===== src/rtl/ntt_addr_gen.sv =====
// ntt_addr_gen -- address sequencer for butterfly_core.
//
// Walks the 7 Kyber NTT/INTT layers of a 256-coefficient polynomial. It issues
// one butterfly per cycle: a read address pair, a zeta ROM index and the
// butterfly mode. The read pair is also passed down a delay line of
// RD_LAT+BF_LAT stages, so the matching write-back addresses come out in step
// with the butterfly results.
//
// Optional feature: define NTT_LAYER_SYNC_EN to stall issue at every layer
// boundary until the delay line is empty. A layer then never reads a
// coefficient before the previous layer has written it back.
//
// Ports:
//   clk        clock
//   rst        synchronous, active-high reset
//   start      pulse: begin a transform (ignored while busy)
//   mode_in    0 = NTT, 1 = INTT; sampled with start (2/3 -> err pulse)
//   hold       stall issue; the layer/butterfly counters freeze
//   busy       transform in progress (RUN or DRAIN)
//   done       one-cycle pulse the cycle after the last wr_en
//   err        one-cycle pulse after a start with an illegal mode_in
//   rd_en      read issue valid (rd_addr_a/rd_addr_b/zeta_idx valid with it)
//   rd_addr_a  upper operand address
//   rd_addr_b  lower operand address
//   zeta_idx   zeta ROM index
//   bf_mode    latched mode; 0 while idle
//   wr_en      write-back valid
//   wr_addr_a  write address for out_1
//   wr_addr_b  write address for out_2
module ntt_addr_gen #(
  parameter int N      = 256,
  parameter int RD_LAT = 1,
  parameter int BF_LAT = 5
) (
  input  logic       clk,
  input  logic       rst,
  input  logic       start,
  input  logic [1:0] mode_in,
  input  logic       hold,
  output logic       busy,
  output logic       done,
  output logic       err,
  output logic       rd_en,
  output logic [7:0] rd_addr_a,
  output logic [7:0] rd_addr_b,
  output logic [6:0] zeta_idx,
  output logic [1:0] bf_mode,
  output logic       wr_en,
  output logic [7:0] wr_addr_a,
  output logic [7:0] wr_addr_b
);

  localparam int         DL         = RD_LAT + BF_LAT;
  localparam logic [6:0] LAST_BFLY  = 7'(N / 2 - 1);
  localparam logic [2:0] LAST_LAYER = 3'd6;

  typedef enum logic [1:0] {IDLE = 2'd0, RUN = 2'd1, DRAIN = 2'd2} state_t;

  typedef struct packed {
    logic [7:0] a;
    logic [7:0] b;
    logic [6:0] z;
  } rd_t;

  typedef struct packed {
    logic       vld;
    logic [7:0] a;
    logic [7:0] b;
  } dl_t;

  // Butterfly addressing for layer l, butterfly bf.
  //   NTT : len = 128 >> l, zeta = (1 << l) + grp
  //   INTT: len = 2 << l,   zeta = (128 >> l) - 1 - grp
  // len is a power of two, so the divide/modulo are a shift and a mask.
  // "sh" is log2(len).
  function automatic rd_t calc_addr(input logic [2:0] l, input logic [6:0] bf,
                                    input logic intt);
    logic [3:0] sh;
    logic [7:0] len;
    logic [7:0] grp;
    logic [7:0] off;
    rd_t        r;
    sh   = intt ? ({1'b0, l} + 4'd1) : (4'd7 - {1'b0, l});
    len  = 8'd1 << sh;
    grp  = {1'b0, bf} >> sh;
    off  = {1'b0, bf} & (len - 8'd1);
    r.a  = (grp << (sh + 4'd1)) | off;
    r.b  = r.a + len;
    r.z  = intt ? 7'((8'd128 >> l) - 8'd1 - grp) : 7'((8'd1 << l) + grp);
    return r;
  endfunction

  state_t     state_reg, state_next;
  logic [2:0] layer_reg, layer_next;
  logic [6:0] bfly_reg, bfly_next;
  logic [1:0] mode_reg, mode_next;
  rd_t        rd_reg, rd_next;
  logic       done_reg, done_next;
  logic       err_reg, err_next;

  logic          issue;
  logic          issue_block;
  logic          last_in_layer;
  logic          last_bfly;
  logic          line_empty;
  logic [DL-1:0] vld_vec;
  dl_t           dl_in;

  assign last_in_layer = (bfly_reg == LAST_BFLY);
  assign last_bfly     = last_in_layer && (layer_reg == LAST_LAYER);
  assign line_empty    = ~|vld_vec;
  assign issue         = (state_reg == RUN) && !hold && !issue_block;

`ifdef NTT_LAYER_SYNC_EN
  // Set when the last butterfly of a layer (not the final layer) issues.
  // Issue stays blocked until that butterfly's write-back has left the
  // delay line.
  logic sync_wait_reg, sync_wait_next;

  always_comb begin
    sync_wait_next = sync_wait_reg;
    if (line_empty || state_reg != RUN) begin
      sync_wait_next = 1'b0;
    end
    if (issue && last_in_layer && !last_bfly) begin
      sync_wait_next = 1'b1;
    end
  end

  always_ff @(posedge clk) begin
    if (rst) begin
      sync_wait_reg <= 1'b0;
    end else begin
      sync_wait_reg <= sync_wait_next;
    end
  end

  assign issue_block = sync_wait_reg && !line_empty;
`else
  assign issue_block = 1'b0;
`endif

  always_comb begin
    state_next = state_reg;
    layer_next = layer_reg;
    bfly_next  = bfly_reg;
    mode_next  = mode_reg;
    rd_next    = rd_reg;
    done_next  = 1'b0;
    err_next   = 1'b0;
    case (state_reg)
      IDLE: begin
        if (start) begin
          if (!mode_in[1]) begin
            state_next = RUN;
            layer_next = 3'd0;
            bfly_next  = 7'd0;
            mode_next  = mode_in;
            // Preload butterfly 0 so it is on the outputs in the first RUN cycle.
            rd_next    = calc_addr(3'd0, 7'd0, mode_in[0]);
          end else begin
            err_next = 1'b1;
          end
        end
      end
      RUN: begin
        if (issue) begin
          bfly_next = bfly_reg + 7'd1;
          if (last_in_layer) begin
            layer_next = layer_reg + 3'd1;
          end
          if (last_bfly) begin
            state_next = DRAIN;
          end else begin
            rd_next = calc_addr(layer_next, bfly_next, mode_reg[0]);
          end
        end
      end
      DRAIN: begin
        // Nothing new enters in DRAIN. After the next shift the line is
        // empty when stages 0..DL-2 are empty now. The last write-back is
        // then on wr_en this cycle, so done follows it by one cycle.
        if (~|vld_vec[DL-2:0]) begin
          state_next = IDLE;
          done_next  = 1'b1;
          mode_next  = 2'd0;
          rd_next    = '0;
        end
      end
      default: state_next = IDLE;
    endcase
  end

  always_ff @(posedge clk) begin
    if (rst) begin
      state_reg <= IDLE;
      layer_reg <= 3'd0;
      bfly_reg  <= 7'd0;
      mode_reg  <= 2'd0;
      rd_reg    <= '0;
      done_reg  <= 1'b0;
      err_reg   <= 1'b0;
    end else begin
      state_reg <= state_next;
      layer_reg <= layer_next;
      bfly_reg  <= bfly_next;
      mode_reg  <= mode_next;
      rd_reg    <= rd_next;
      done_reg  <= done_next;
      err_reg   <= err_next;
    end
  end

  // Write-back delay line. It shifts every cycle, so a stalled issue
  // travels down the line as a bubble.
  assign dl_in = {issue, rd_reg.a, rd_reg.b};

  genvar gi;
  generate
    for (gi = 0; gi < DL; gi++) begin : g_dl
      dl_t stage_reg;
      if (gi == 0) begin : g_head
        always_ff @(posedge clk) begin
          if (rst) begin
            stage_reg <= '0;
          end else begin
            stage_reg <= dl_in;
          end
        end
      end else begin : g_tail
        always_ff @(posedge clk) begin
          if (rst) begin
            stage_reg <= '0;
          end else begin
            stage_reg <= g_dl[gi-1].stage_reg;
          end
        end
      end
      assign vld_vec[gi] = stage_reg.vld;
    end
  endgenerate

  assign busy      = (state_reg != IDLE);
  assign done      = done_reg;
  assign err       = err_reg;
  assign rd_en     = issue;
  assign rd_addr_a = rd_reg.a;
  assign rd_addr_b = rd_reg.b;
  assign zeta_idx  = rd_reg.z;
  assign bf_mode   = mode_reg;
  assign wr_en     = g_dl[DL-1].stage_reg.vld;
  assign wr_addr_a = g_dl[DL-1].stage_reg.a;
  assign wr_addr_b = g_dl[DL-1].stage_reg.b;

endmodule

===== config.mk =====
export PLATFORM = sky130hd
export DESIGN_NAME = ntt_addr_gen
export DESIGN_NICKNAME = d
export VERILOG_FILES = /design/src/rtl/ntt_addr_gen.sv
export SDC_FILE = /design/constraint.sdc
export NUM_CORES = 1
export LEC_CHECK = 0
export CAP_MARGIN = 20
export CELL_PAD_IN_SITES_DETAIL_PLACEMENT = 1
export CELL_PAD_IN_SITES_GLOBAL_PLACEMENT = 1
export CORE_UTILIZATION = 48
export CTS_CLUSTER_SIZE = 24
export DETAILED_ROUTE_END_ITERATION = 12
export GPL_TIMING_DRIVEN = 0
export PLACE_DENSITY_LB_ADDON = 0.1
export SKIP_CTS_REPAIR_TIMING = 1
export SYNTH_ARGS = -nofsm -noshare
export SYNTH_HDL_FRONTEND = slang
export SYNTH_SLANG_ARGS = --single-unit

===== constraint.sdc =====
create_clock -name clk -period 8.6 [get_ports clk]
set_clock_uncertainty 0.2 [all_clocks]
set_input_delay 0.86 -clock clk [delete_from_list [all_inputs] [get_ports clk]]
set_output_delay 0.86 -clock clk [all_outputs]
set_load 0.05 [all_outputs]

Word level (Yosys, flattened, before mapping)

Cells that the tools add are included.

$add $sub $neg: 14
Equality and inequality tests: 10
Shifts and indexed selects: 8
Multiplexer cells: 32
Bitwise logic cells: 5
Reductions and logical operators: 15

Operators with widths:

| operator                                         | number |
|---|---|
| two-way mux 23 bit                               | 5 |
| one-hot mux 23 bit (3 select lines)              | 1 |
| two-way mux 7 bit                                | 5 |
| two-way mux 3 bit                                | 7 |
| adder 8 bit                                      | 2 |
| << shifter 8 x 4 -> 8 bit                        | 2 |
| two-way mux 2 bit                                | 7 |
| one-hot mux 7 bit (2 select lines)               | 1 |
| != test 2 bit, second input constant             | 6 |
| adder 3 x 1 -> 4 bit, second input constant      | 2 |
| AND 7 x 8 -> 8 bit                               | 1 |
| OR 8 bit                                         | 1 |
| AND reduction 4 bit                              | 2 |
| << shifter 1 x 3 -> 8 bit, first input constant  | 1 |
| << shifter 1 x 4 -> 8 bit, first input constant  | 1 |
| >> shifter 1 x 3 -> 8 bit, first input constant  | 1 |
| >> shifter 7 x 4 -> 8 bit                        | 1 |
| >> shifter 8 x 3 -> 7 bit, first input constant  | 1 |
| subtractor 8 x 1 -> 8 bit, second input constant | 1 |
| adder 1 x 7 -> 7 bit, first input constant       | 1 |
| adder 7 x 1 -> 7 bit, second input constant      | 1 |
| adder 7 bit                                      | 1 |
| equality test 7 bit, second input constant       | 1 |
| << shifter 1 x 3 -> 7 bit, first input constant  | 1 |
| 25 further kinds                                 | 31 |

Flip-flop bits (word level): 141
Input bits: 6
Output and inout port bits: 46
Logic and storage cells: 111

Longest topological paths before layout

Depth in word-level cells: 14
Gate-level depth with buffers: 29

Worst setup path after synthesis

Ideal clock, no wire load.

Path type: register to register
From: reg bfly_reg[0]
To: reg rd_reg, in the netlist rd_addr_b[7]
Library setup time: 0.063 ns
Data arrival time: 5.376 ns
Slack: 2.961 ns
Stages on the path, launching flop included: 29
Cells stage by stage: dfxtp_1 > ha_1 > buf_6 > and2_1 > buf_6 > nand3_1 > and2_1 > buf_2 > buf_2 > ha_1 > mux2i_1 > a21boi_1 > or2_2 > buf_2 > nor2_1 > nand2_1 > nor2_1 > inv_1 > ha_1 > o22ai_1 > ha_1 > a21o_1 > a21oi_1 > nor2b_1 > o21a_1 > o41ai_1 > xnor2_1 > a2111o_1 > nand3_1

Word-level cells in the longest chain between the ends: 14
Elaborated cells on any way between the ends: 22
Those cells by class: 6 x add/sub; 2 x eq/ne; 3 x shift; 7 x mux; 2 x bitwise; 2 x reduce/logical

Ends and longest elaborated chain:

| item                                                                     | line | text |
|---|---|---|
| from (decl)                                                              | 95   | `logic [6:0] bfly_reg, bfly_next;` |
| from (signal assigned)                                                   | 206  | `bfly_reg <= bfly_next;` |
| equality test 7 bit                                                      | 109  | `assign last_in_layer = (bfly_reg == LAST_BFLY);` |
| two-way mux 3 bit                                                        | 169  | `if (last_in_layer) begin` |
| two-way mux 3 bit                                                        | 167  | `if (issue) begin` |
| two-way mux 3 bit                                                        | 151  | `case (state_reg)` |
| subtractor 3 x 3 -> 4 bit / adder 3 x 1 -> 4 bit (equally long branches) | 83   | `sh = intt ? ({1'b0, l} + 4'd1) : (4'd7 - {1'b0, l});` |
| two-way mux 4 bit                                                        | 83   |  |
| << shifter 1 x 4 -> 8 bit                                                | 84   | `len = 8'd1 << sh;` |
| subtractor 8 x 1 -> 8 bit                                                | 86   | `off = {1'b0, bf} & (len - 8'd1);` |
| AND 7 x 8 -> 8 bit                                                       | 86   |  |
| OR 8 bit                                                                 | 87   | `r.a = (grp << (sh + 4'd1)) \| off;` |
| adder 8 bit                                                              | 88   | `r.b = r.a + len;` |
| two-way mux 23 bit                                                       | 172  | `if (last_bfly) begin` |
| two-way mux 23 bit                                                       | 167  |  |
| one-hot mux 23 bit (3 select lines)                                      | 151  |  |
| to (signal assigned)                                                     | 208  | `rd_reg <= rd_next;` |
| to (decl)                                                                | 97   | `rd_t rd_reg, rd_next;` |

Several ways; a longest one is shown, not always the timed one. The select of a mux whose other input is x is not followed.
A chain may end at the register's enable or synchronous reset.

Worst setup path after layout

Ends and elaborated chain as after synthesis.

==> summary.txt <==
Placed design
  • RePlAce Congestion: approximately 0.9
  • Placed Area: between 7000 and 8000 um2
  • Dpl cells: 959
  • Port Buf Inserts: 49
  • Setup slack at placement: around 1.8 ns
  • HPWL after DPL: 15000 um

Final layout
  • Total inserted antenna cells: 0
  • Final net count: 845
  • Final Non-Filler Cells: roughly 990
  • Layout cells sized above 1: 0.0822
  • Fillers: roughly 1500
  • Max FFs per register: between 80 and 90
  • Design Area, Final: 7900 um2
  • P&R area growth vs syn: 19.4%

Run status
  • Status: finished, final reports clean

Setup path
  • Worst EP arrival: 7.18 ns
  • Critical Path RT: around 8.8 ns
  • Sum of buffers and inverters on the critical path: 7
  • Endpoint class of the critical path: register
  • CP Depth: 29
  • Worst r2r path cells: 29
  • CP max stage cell: dfxtp_1
  • Top cell family by delay on the critical path: compound AO/OA/AOI/OAI gates
  • Critical Path Max Stage Delay: 0.60 ns
  • CP Max Fanout: 11
  • Critical Path Source Type: register
  • Cell mode on critical path: ha_1
  • Critical path type: reg2reg

Synthesis
  • Post-synthesis async set-or-reset flop share: 0
  • Post-synthesis mux area share: 0.0161
  • Largest area contributor in the synthesized netlist: dfxtp_1
  • Count of cell types in the netlist: between 70 and 80
  • EDFF count, synth: 0
  • Synth Area in Adders: 0.0749
  • Synth Cell Area: 6610 um2
  • Largest family of logic cells by synthesized area: simple AND/OR/NAND/NOR gates
  • Top cells by area, synth: dfxtp_1 (42%), nor2b_1 (9.9%), ha_1 (6.4%)
  • Synthesized flop and latch total: 140
  • XOR/XNOR Fraction of Synth Area: 0.0426
  • Synth Area in Compound Gates: 0.162
  • Simple logic cell fraction of the synthesized area: 0.230
  • Top FF cell, synth: dfxtp_1
  • YS warnings: 0
  • Top-area cell type share of the netlist area: 0.424
  • Share of the yosys chip area belonging to registers: 0.424
  • Net Count, Synth: 777
  • Gate Count Post-Synth: 734
  • Syn Area/Cell: 9.01 um2

CTS
  • CTS H-tree depth: 4
  • TritonCTS Buffers: 17
  • CTS Sinks: 140
  • Clock-pin transition on the worst setup and hold timing paths: 0.06 ns
  • CTS tree: yes
  • CTS Root Cell: clkbuf_16
  • Later-pin clock latency in the skew report: 0.42 ns
  • CTS max path bufs: 2

Global route
  • Initial antenna violation count: 0
  • Gr ovfl total: 0
  • All-Layer GR Usage: 0.307
  • First-pass GRT wire length: 32900 um
  • Number of global-route vias before repair: a little under 6000
  • Largest net degree at the start of global routing: 17

Floorplanning
  • Die height: approximately 120 um
  • Core area: 13300 um2
  • # IOs: 52
  • Initial core utilization: 0.495
  • Die area: 14200 um2
  • Die W: 119 um
  • # rows: 42

Timing
  • Rel. slew slack: 0.352
  • Final Hold Viols: 0
  • Final worst path period need: between 7 and 8 ns
  • Sum Neg Setup Slack: 0 ns
  • Max-slew violations: 0
  • Final Cycle Share: 0.816
  • Setup ws final: roughly 1.6 ns
  • Fmax: 143 MHz
  • # setup viols final: 0
  • Final hold slack: 0.240 ns
  • Worst-margin pin slew: 0.959 ns
  • RSZ-0062 raised after global routing: false

Route
  • Total number of vias: between 5000 and 6000
  • Drt wl/cell: 21.3 um
  • DRT Pass-1 Iters: 5
  • Remaining antenna violation count: 0
  • Initial DRC Count: 329
  • DRC: 0
  • Routed vias/inst: between 5 and 6
  • Routed wire length: 21100 um

Power and ir drop
  • Pwr Density: 202 nW/um2
  • Worst IR Drop VDD: 0.000133 V
  • Lkg Pwr: 3.19 nW

Hold path
  • Hold Path Class: reg2reg
  • Worst Hold Path Cells: 1

Run
  • Max cap viols: 0
[synthesized netlist by cell type, drive strengths merged (11+ instances only)]
cell type    n
dfxtp      140
nor2        48
nand2       48
o21ai       36
xnor2       15
ha          34
buf         20
clkbuf      21
inv         33
nor2b      105
xor2        11
a21oi       46
and2        14
nand3       23
[report_power, final]
group | switching (mW) | internal, mW | total, mW
Sequential | 0.00984 | 0.662 | 0.671
Combinational | 0.148 | 0.0573 | 0.205
Clock | 0.291 | 0.428 | 0.719
[layer usage]
layer	vias up	wire length, um	GRT usage
li1	2645	-	-
met1	2815	9320	0.387
met2	201	10100	0.516
met3	39	1200	0.0584
met4	0	520	0.123
met5	-	0	0
[kinds of logic (layout without fill, tap and decap cells)]
| logic type | after synthesis | count (layout) |
|---|---|---|
| AO/OA/AOI/OAI | 158 | 158 |
| XOR/XNOR | 28 | 28 |
| adder cells (fa/ha/maj) | 38 | 38 |
| buffers and inverters | 76 | 157 |
| flip-flops | 140 | 140 |
| multiplexers | 10 | 10 |
| other | 1 | 1 |
| AND/OR/NAND/NOR | 283 | 283 |
[stage by stage]
stage / power, mW / utilization
after floorplan: 0.814 / -
after global placement: 0.874 / 0.549
after detailed placement: 0.882 / 0.549
after CTS: 1.60 / 0.592
after global routing: 1.64 / 0.592
final: 1.60 / 0.592
[layout by cell type, fill, tap and decap left out, types with 4 or more instances in the layout]
cell type,synthesis,routed
dfxtp_1,140,140
nor2b_1,105,105
clkdlybuf4s50_1,0,49
nand2_1,48,48
nor2_1,47,47
a21oi_1,46,46
ha_1,34,34
inv_1,30,30
clkbuf_1,21,23
nand3_1,23,23
o21ai_0,21,21
clkbuf_16,0,17
xnor2_1,14,14
o21ai_1,14,14
and2_1,14,14
xor2_1,11,11
buf_2,11,11
nor3_1,9,9
a21o_1,9,9
mux2i_1,8,8
nand2b_1,8,8
a22oi_1,6,6
nand4_1,6,6
a211oi_1,5,5
nor4_1,5,5
o211ai_1,5,5
o22ai_1,4,4
o21bai_1,4,4
and3_1,4,4
a31oi_1,4,4
clkinvlp_4,0,4
inv_6,0,4
[final cells by class]
class	count	area [um2]	area share
Timing Repair Buffer	49	490	0.0621
Inverter	35	134	0.0170
Clock buffer	19	433	0.0548
Tap cell	176	220	0.0279
Buffer	41	201	0.0255
Sequential cell	140	2800	0.355
Clock inverter	13	140	0.0177
Multi-Input combinational cell	518	3470	0.440
[worst register-to-register path: cells and delay by family (launching register included)]
kind / cells / cell delay (ns)
buffers and inverters: 7 / 1.14
XOR/XNOR: 2 / 0.40
multiplexers: 1 / 0.17
flip-flops: 1 / 0.60
AO/OA/AOI/OAI: 6 / 1.64
adder cells (fa/ha/maj): 4 / 1.22
AND/OR/NAND/NOR: 9 / 1.60
[path summary, 6_finish.rpt]
| kind | to | slack (ns) | from |
|---|---|---|---|
| hold / removal | g_dl[3].stage_reg[8] | 0.24 | g_dl[2].stage_reg[8] |
| hold reg to reg | g_dl[3].stage_reg[8] | 0.24 | g_dl[2].stage_reg[8] |
| setup reg to reg | rd_addr_b[7] | 1.58 | bfly_reg[0] |
| setup / recovery | rd_addr_b[7] | 1.58 | bfly_reg[0] |
Note: power is estimated with default switching activity, not from simulation.
==> edit 1: new RTL, config.mk and constraints unchanged <==
Change the parameter `RD_LAT` from 1 to 2.
--- a/src/rtl/ntt_addr_gen.sv
+++ b/src/rtl/ntt_addr_gen.sv
@@ -30,5 +30,5 @@
 module ntt_addr_gen #(
   parameter int N      = 256,
-  parameter int RD_LAT = 1,
+  parameter int RD_LAT = 2,
   parameter int BF_LAT = 5
 ) (
Formal check against the unedited RTL: not equivalent (Yosys sat finds a counterexample within 10 cycles, from zero or initial values and one cycle with rst high).
==> edit 1 against the unedited design <==
- worst setup slack lost 0.022 ns
- critical endpoint unchanged
- via count shrank 0.28%
- wire length shrank 3.2%
- non-clock buffer count shrank 1
- sequential cell count grew 17
- highest routed layer unchanged
- final area grew 5.2%
- area after synthesis grew 5.5%
- total power grew 12%
==> edit 1: results (changes against the unedited design) <==
Yosys warnings -> 0 (unchanged)
Max clock buf depth -> 2 (unchanged)
Max reg flops -> 102 (+20%)
Status -> completed
Initial antenna violation count -> 0 (unchanged)
Setup TNS -> 0 ns (unchanged)
Routed WL per cell -> 20.2 microns (-5.2%)
Largest stage delay, worst path -> 0.62 ns (+0.02 ns)
Post-Syn Nets -> 793 (+2.1%)
Pre-antenna DRT Iters -> 5 (unchanged)
Slowest-stage cell, CP -> nor3_1
N_diodes -> 0 (unchanged)
RePlAce Congestion -> 0.894 (+1.4%)
Share of post-route cells with drive strength above 1 -> 6.49% (-1.7 points)
WP data required -> 8.68 ns (-0.08 ns)
Async S/R FF share, synth -> 0% (unchanged)
Nets -> 862 (+2.0%)
# H-tree levels -> 4 (unchanged)
Cell variety after synth -> 75 (-5.1%)
VDD IR max -> 159 uV (+20%)
Commonest cells in the netlist -> dfxtp_1, nor2b_1, nand2_1
Layout fillers -> 1605 (+3.9%)
Vias in the first global route -> 6003 (+1.8%)
Num CTS Buffers -> 17 (unchanged)
Seq/Total Area, Yosys -> 45.0% (+2.6 points)
Iteration-0 DRC Markers -> 305 (-7.3%)
Post-DR vias/cell -> 5.62 (-2.3%)
Skew-Pair Late Insertion Delay -> 0.43 ns
HPWL Detailed -> 14400 microns (-3.6%)
Largest net degree at the start of global routing -> 17 (unchanged)
Tot GR Track Use -> 28.4% (-2.3 points)
IO buf count -> 50 (+2.0%)
Lkg Pwr -> 3.39 nW (+6.4%)
Max Fanout on Critical Path -> 10 (-1)
Clk pin slew, worst setup/hold paths -> 0.07 ns
Synth top area cells -> dfxtp_1, nor2b_1, ha_1, a21oi_1, nand2_1
Root Buffer Master -> clkbuf_16
Worst hold path type -> flop to flop
First-pass GRT wire length -> 31900 microns (-2.9%)
Max-slew headroom -> 43.0% (+7.7 points)
## edit 1: changes by cell type after synthesis, sizes merged, moves of 5 or more
cell / unedited run / this run
dfxtp: 140 / 157
nor2b: 105 / 121
buf: 20 / 9
o21ai: 36 / 25
nand3: 23 / 13
clkbuf: 21 / 30
nor3: 10 / 18
a21oi: 46 / 39
nor2: 48 / 42
inv: 33 / 28
xnor2: 15 / 20
## edit 1: final cells by class
| class | instances | area (sq um) | area share [%] |
|---|---|---|---|
| repair buffers | 50 | 500 | 6.03 |
| clock inverters | 14 | 171 | 2.06 |
| clock buffers | 18 | 429 | 5.17 |
| plain buffers | 39 | 156 | 1.88 |
| well taps | 180 | 225 | 2.71 |
| flip-flops and latches | 157 | 3140 | 37.8 |
| inverters | 30 | 115 | 1.39 |
| multi-input cells | 524 | 3560 | 42.9 |
## edit 1: per-layer routing
metal	up-vias	part of all wire, %	track usage (%)	wire (microns)
met1	2808	46	35.9	9490
met3	28	3.5	4.97	722
met5	-	0	0	0
met4	0	1.4	7.85	292
li1	2708	-	-	-
met2	140	49	49.5	9920
## edit 1: final timing paths
check	slack (ns)	depth (start not counted)	to	startpoint
setup / recovery	1.56	22	rd_addr_b[7]	bfly_reg[0]
hold / removal	0.24	1	g_dl[1].stage_reg[8]	g_dl[0].stage_reg[8]
setup reg to reg	1.56	22	rd_addr_b[7]	bfly_reg[0]
hold reg to reg	0.24	1	g_dl[1].stage_reg[8]	g_dl[0].stage_reg[8]
## edit 1: cell families after synthesis
| logic type | after synthesis | synth area share, % |
|---|---|---|
| other | 1 | 0.0537 |
| buffers and inverters | 69 | 3.89 |
| muxes | 14 | 2.06 |
| AOI/OAI and AO/OA | 149 | 14.5 |
| and+or+nand+nor | 294 | 23.3 |
| DFF | 157 | 45.0 |
| xor gates and xnor gates | 28 | 4.05 |
| adders and majority gates | 38 | 7.10 |
## edit 1: power by group
| part | internal (mW) | switching, mW |
|---|---|---|
| Sequential | 0.741 | 0.0123 |
| Combinational | 0.0751 | 0.178 |
| Clock | 0.440 | 0.336 |
| Total | 1.26 | 0.526 |
## edit 1: metrics by stage
step	hold slack, ns	cell area, sq um	std cells	setup WS, ns
floorplan	0.211	6980	750	3.17
global placement	0.217	7700	980	1.84
detailed placement	0.226	7700	980	1.73
CTS	0.240	8310	1012	1.67
global route	0.260	8310	1012	1.21
finish	0.243	8310	1012	1.56
## edit 1: critical path, delay by kind of cell, from the launching register on
kind	cells	cell delay [ns]
AO/OA/AOI/OAI	6	1.46
XOR/XNOR	2	0.48
adder cells (fa/ha/maj)	5	1.73
buffers and inverters	1	0.42
flip-flops	1	0.51
AND/OR/NAND/NOR	8	2.08
==> edit 2: new RTL, same flow settings <==
Made on the original files. The 3 states of `state_t` get a one-hot encoding in 3 bits.
--- a/src/rtl/ntt_addr_gen.sv
+++ b/src/rtl/ntt_addr_gen.sv
@@ -55,5 +55,5 @@
   localparam logic [2:0] LAST_LAYER = 3'd6;
 
-  typedef enum logic [1:0] {IDLE = 2'd0, RUN = 2'd1, DRAIN = 2'd2} state_t;
+  typedef enum logic [2:0] {IDLE = 3'b001, RUN = 3'b010, DRAIN = 3'b100} state_t;
 
   typedef struct packed {
Check against the original RTL: no difference found for any inputs over 10 cycles, from zero or initial values and one cycle with rst high; not proved beyond that.
==> edit 2 against the unedited design <==
- final area fell by 3.1%
- first-iteration DRC count fell by 22%
- critical path depth fell by 1
- total power fell by 4.3%
- sequential cell count rose by 1
- combinational power fell by 37%
- sequential power barely moved
- area after synthesis fell by 3.9%
- largest power group unchanged
- worst setup slack got worse by 0.45 ns
- critical endpoint unchanged
- synthesized cell count fell by 3.7%
- wire length fell by 7.2%
==> edit 2: results (changes against the unedited design) <==
Min Hold Slack -> 0.238 ns (-0.00264 ns)
Slowest-stage cell, CP -> o41ai_1
DIE AREA -> 13700 sq um (-3.9%)
Area Overhead vs Synth -> 20.5%
Layout fillers -> 1452 (-6.0%)
Min-Delay Startpoint -> g_dl[1].stage_reg[10]
Commonest cells in the netlist -> dfxtp_1, nor2b_1, nor2_1
IO buf count -> 50 (+2.0%)
Largest stage delay, worst path -> 0.58 ns (-0.02 ns)
Xor-xnor portion of the synthesized cell area -> 3.17% (-1.1 points)
Syn Inst Count -> 707 (-3.7%)
Post-synthesis adder-cell area fraction -> 7.01% (-0.48 points)
Nets -> 815 (-3.6%)
Multi-input gate share of total cell area -> 42.6% (-1.4 points)
NonClk Buf Share -> 8.83% (+0.065 points)
Seq/total area -> 36.9% (+1.4 points)
Multi-In Gates -> 503 (-2.9%)
Reg2Reg Depth -> 28 (-3.4%)
Iteration-0 DRC Markers -> 256 (-22%)
Post-Syn Nets -> 746 (-4.0%)
Non-Filler Instances -> 959 (-3.2%)
Vias in the first global route -> 5698 (-3.4%)
Cell variety after synth -> 68 (-14%)
Pre-antenna DRT Iters -> 4 (-1)
CTS sink cnt -> 141 (+0.71%)
Reg-to-Reg Start -> bfly_reg[1]
RePlAce Congestion -> 0.915 (+3.8%)
Status -> completed
Lkg Pwr -> 3.03 nW (-4.8%)
Top delay family on crit path -> simple AND/OR/NAND/NOR gates
First-pass GRT wire length -> 30600 microns (-6.9%)
Worst-Margin Slew -> 0.974 ns (+0.0154 ns)
Buffers, non-clock -> 89 (-1.1%)
Post-route setup slack -> 1.13 ns (-0.454 ns)
Share of post-route cells with drive strength above 1 -> 8.39% (+0.17 points)
Seq/Total Area, Yosys -> 44.4% (+2.1 points)
Mux cell area share after synthesis -> 2.17% (+0.56 points)
Routed via count -> 5358 (-6.0%)
Tot GR Track Use -> 30.2% (-0.48 points)
Signal inverters -> 24 (-31%)
Hold worst-path end -> g_dl[2].stage_reg[10]
Setup slack at placement -> 1.31 ns (-0.445 ns)
edit 2: cell count changes in the layout (fill, tap and decap cells not counted), moves of 4 or more:
cell	before	now
nor3_1	9	26
a211oi_1	5	9
nor2_1	47	63
and2_1	14	10
ha_1	34	30
a22o_1	2	7
nand3_1	23	9
inv_1	30	21
o21ai_1	14	1
a21oi_1	46	40
edit 2: per-layer routing:
layer | GRT usage [%] | up-vias | wire (microns)
li1 | - | 2548 | -
met1 | 35.3 | 2651 | 8130
met2 | 55.0 | 134 | 10300
met3 | 5.05 | 25 | 755
met4 | 12.4 | 0 | 440
met5 | 0 | - | 0
edit 2: report_power, final:
| part | internal, mW | total (mW) | switching [mW] | leakage (nW) |
|---|---|---|---|---|
| combinational | 0.0380 | 0.129 | 0.0907 | 1.61 |
| clock | 0.444 | 0.730 | 0.286 | 0.283 |
| sequential | 0.662 | 0.669 | 0.00624 | 1.14 |
| total | 1.14 | 1.53 | 0.383 | 3.03 |
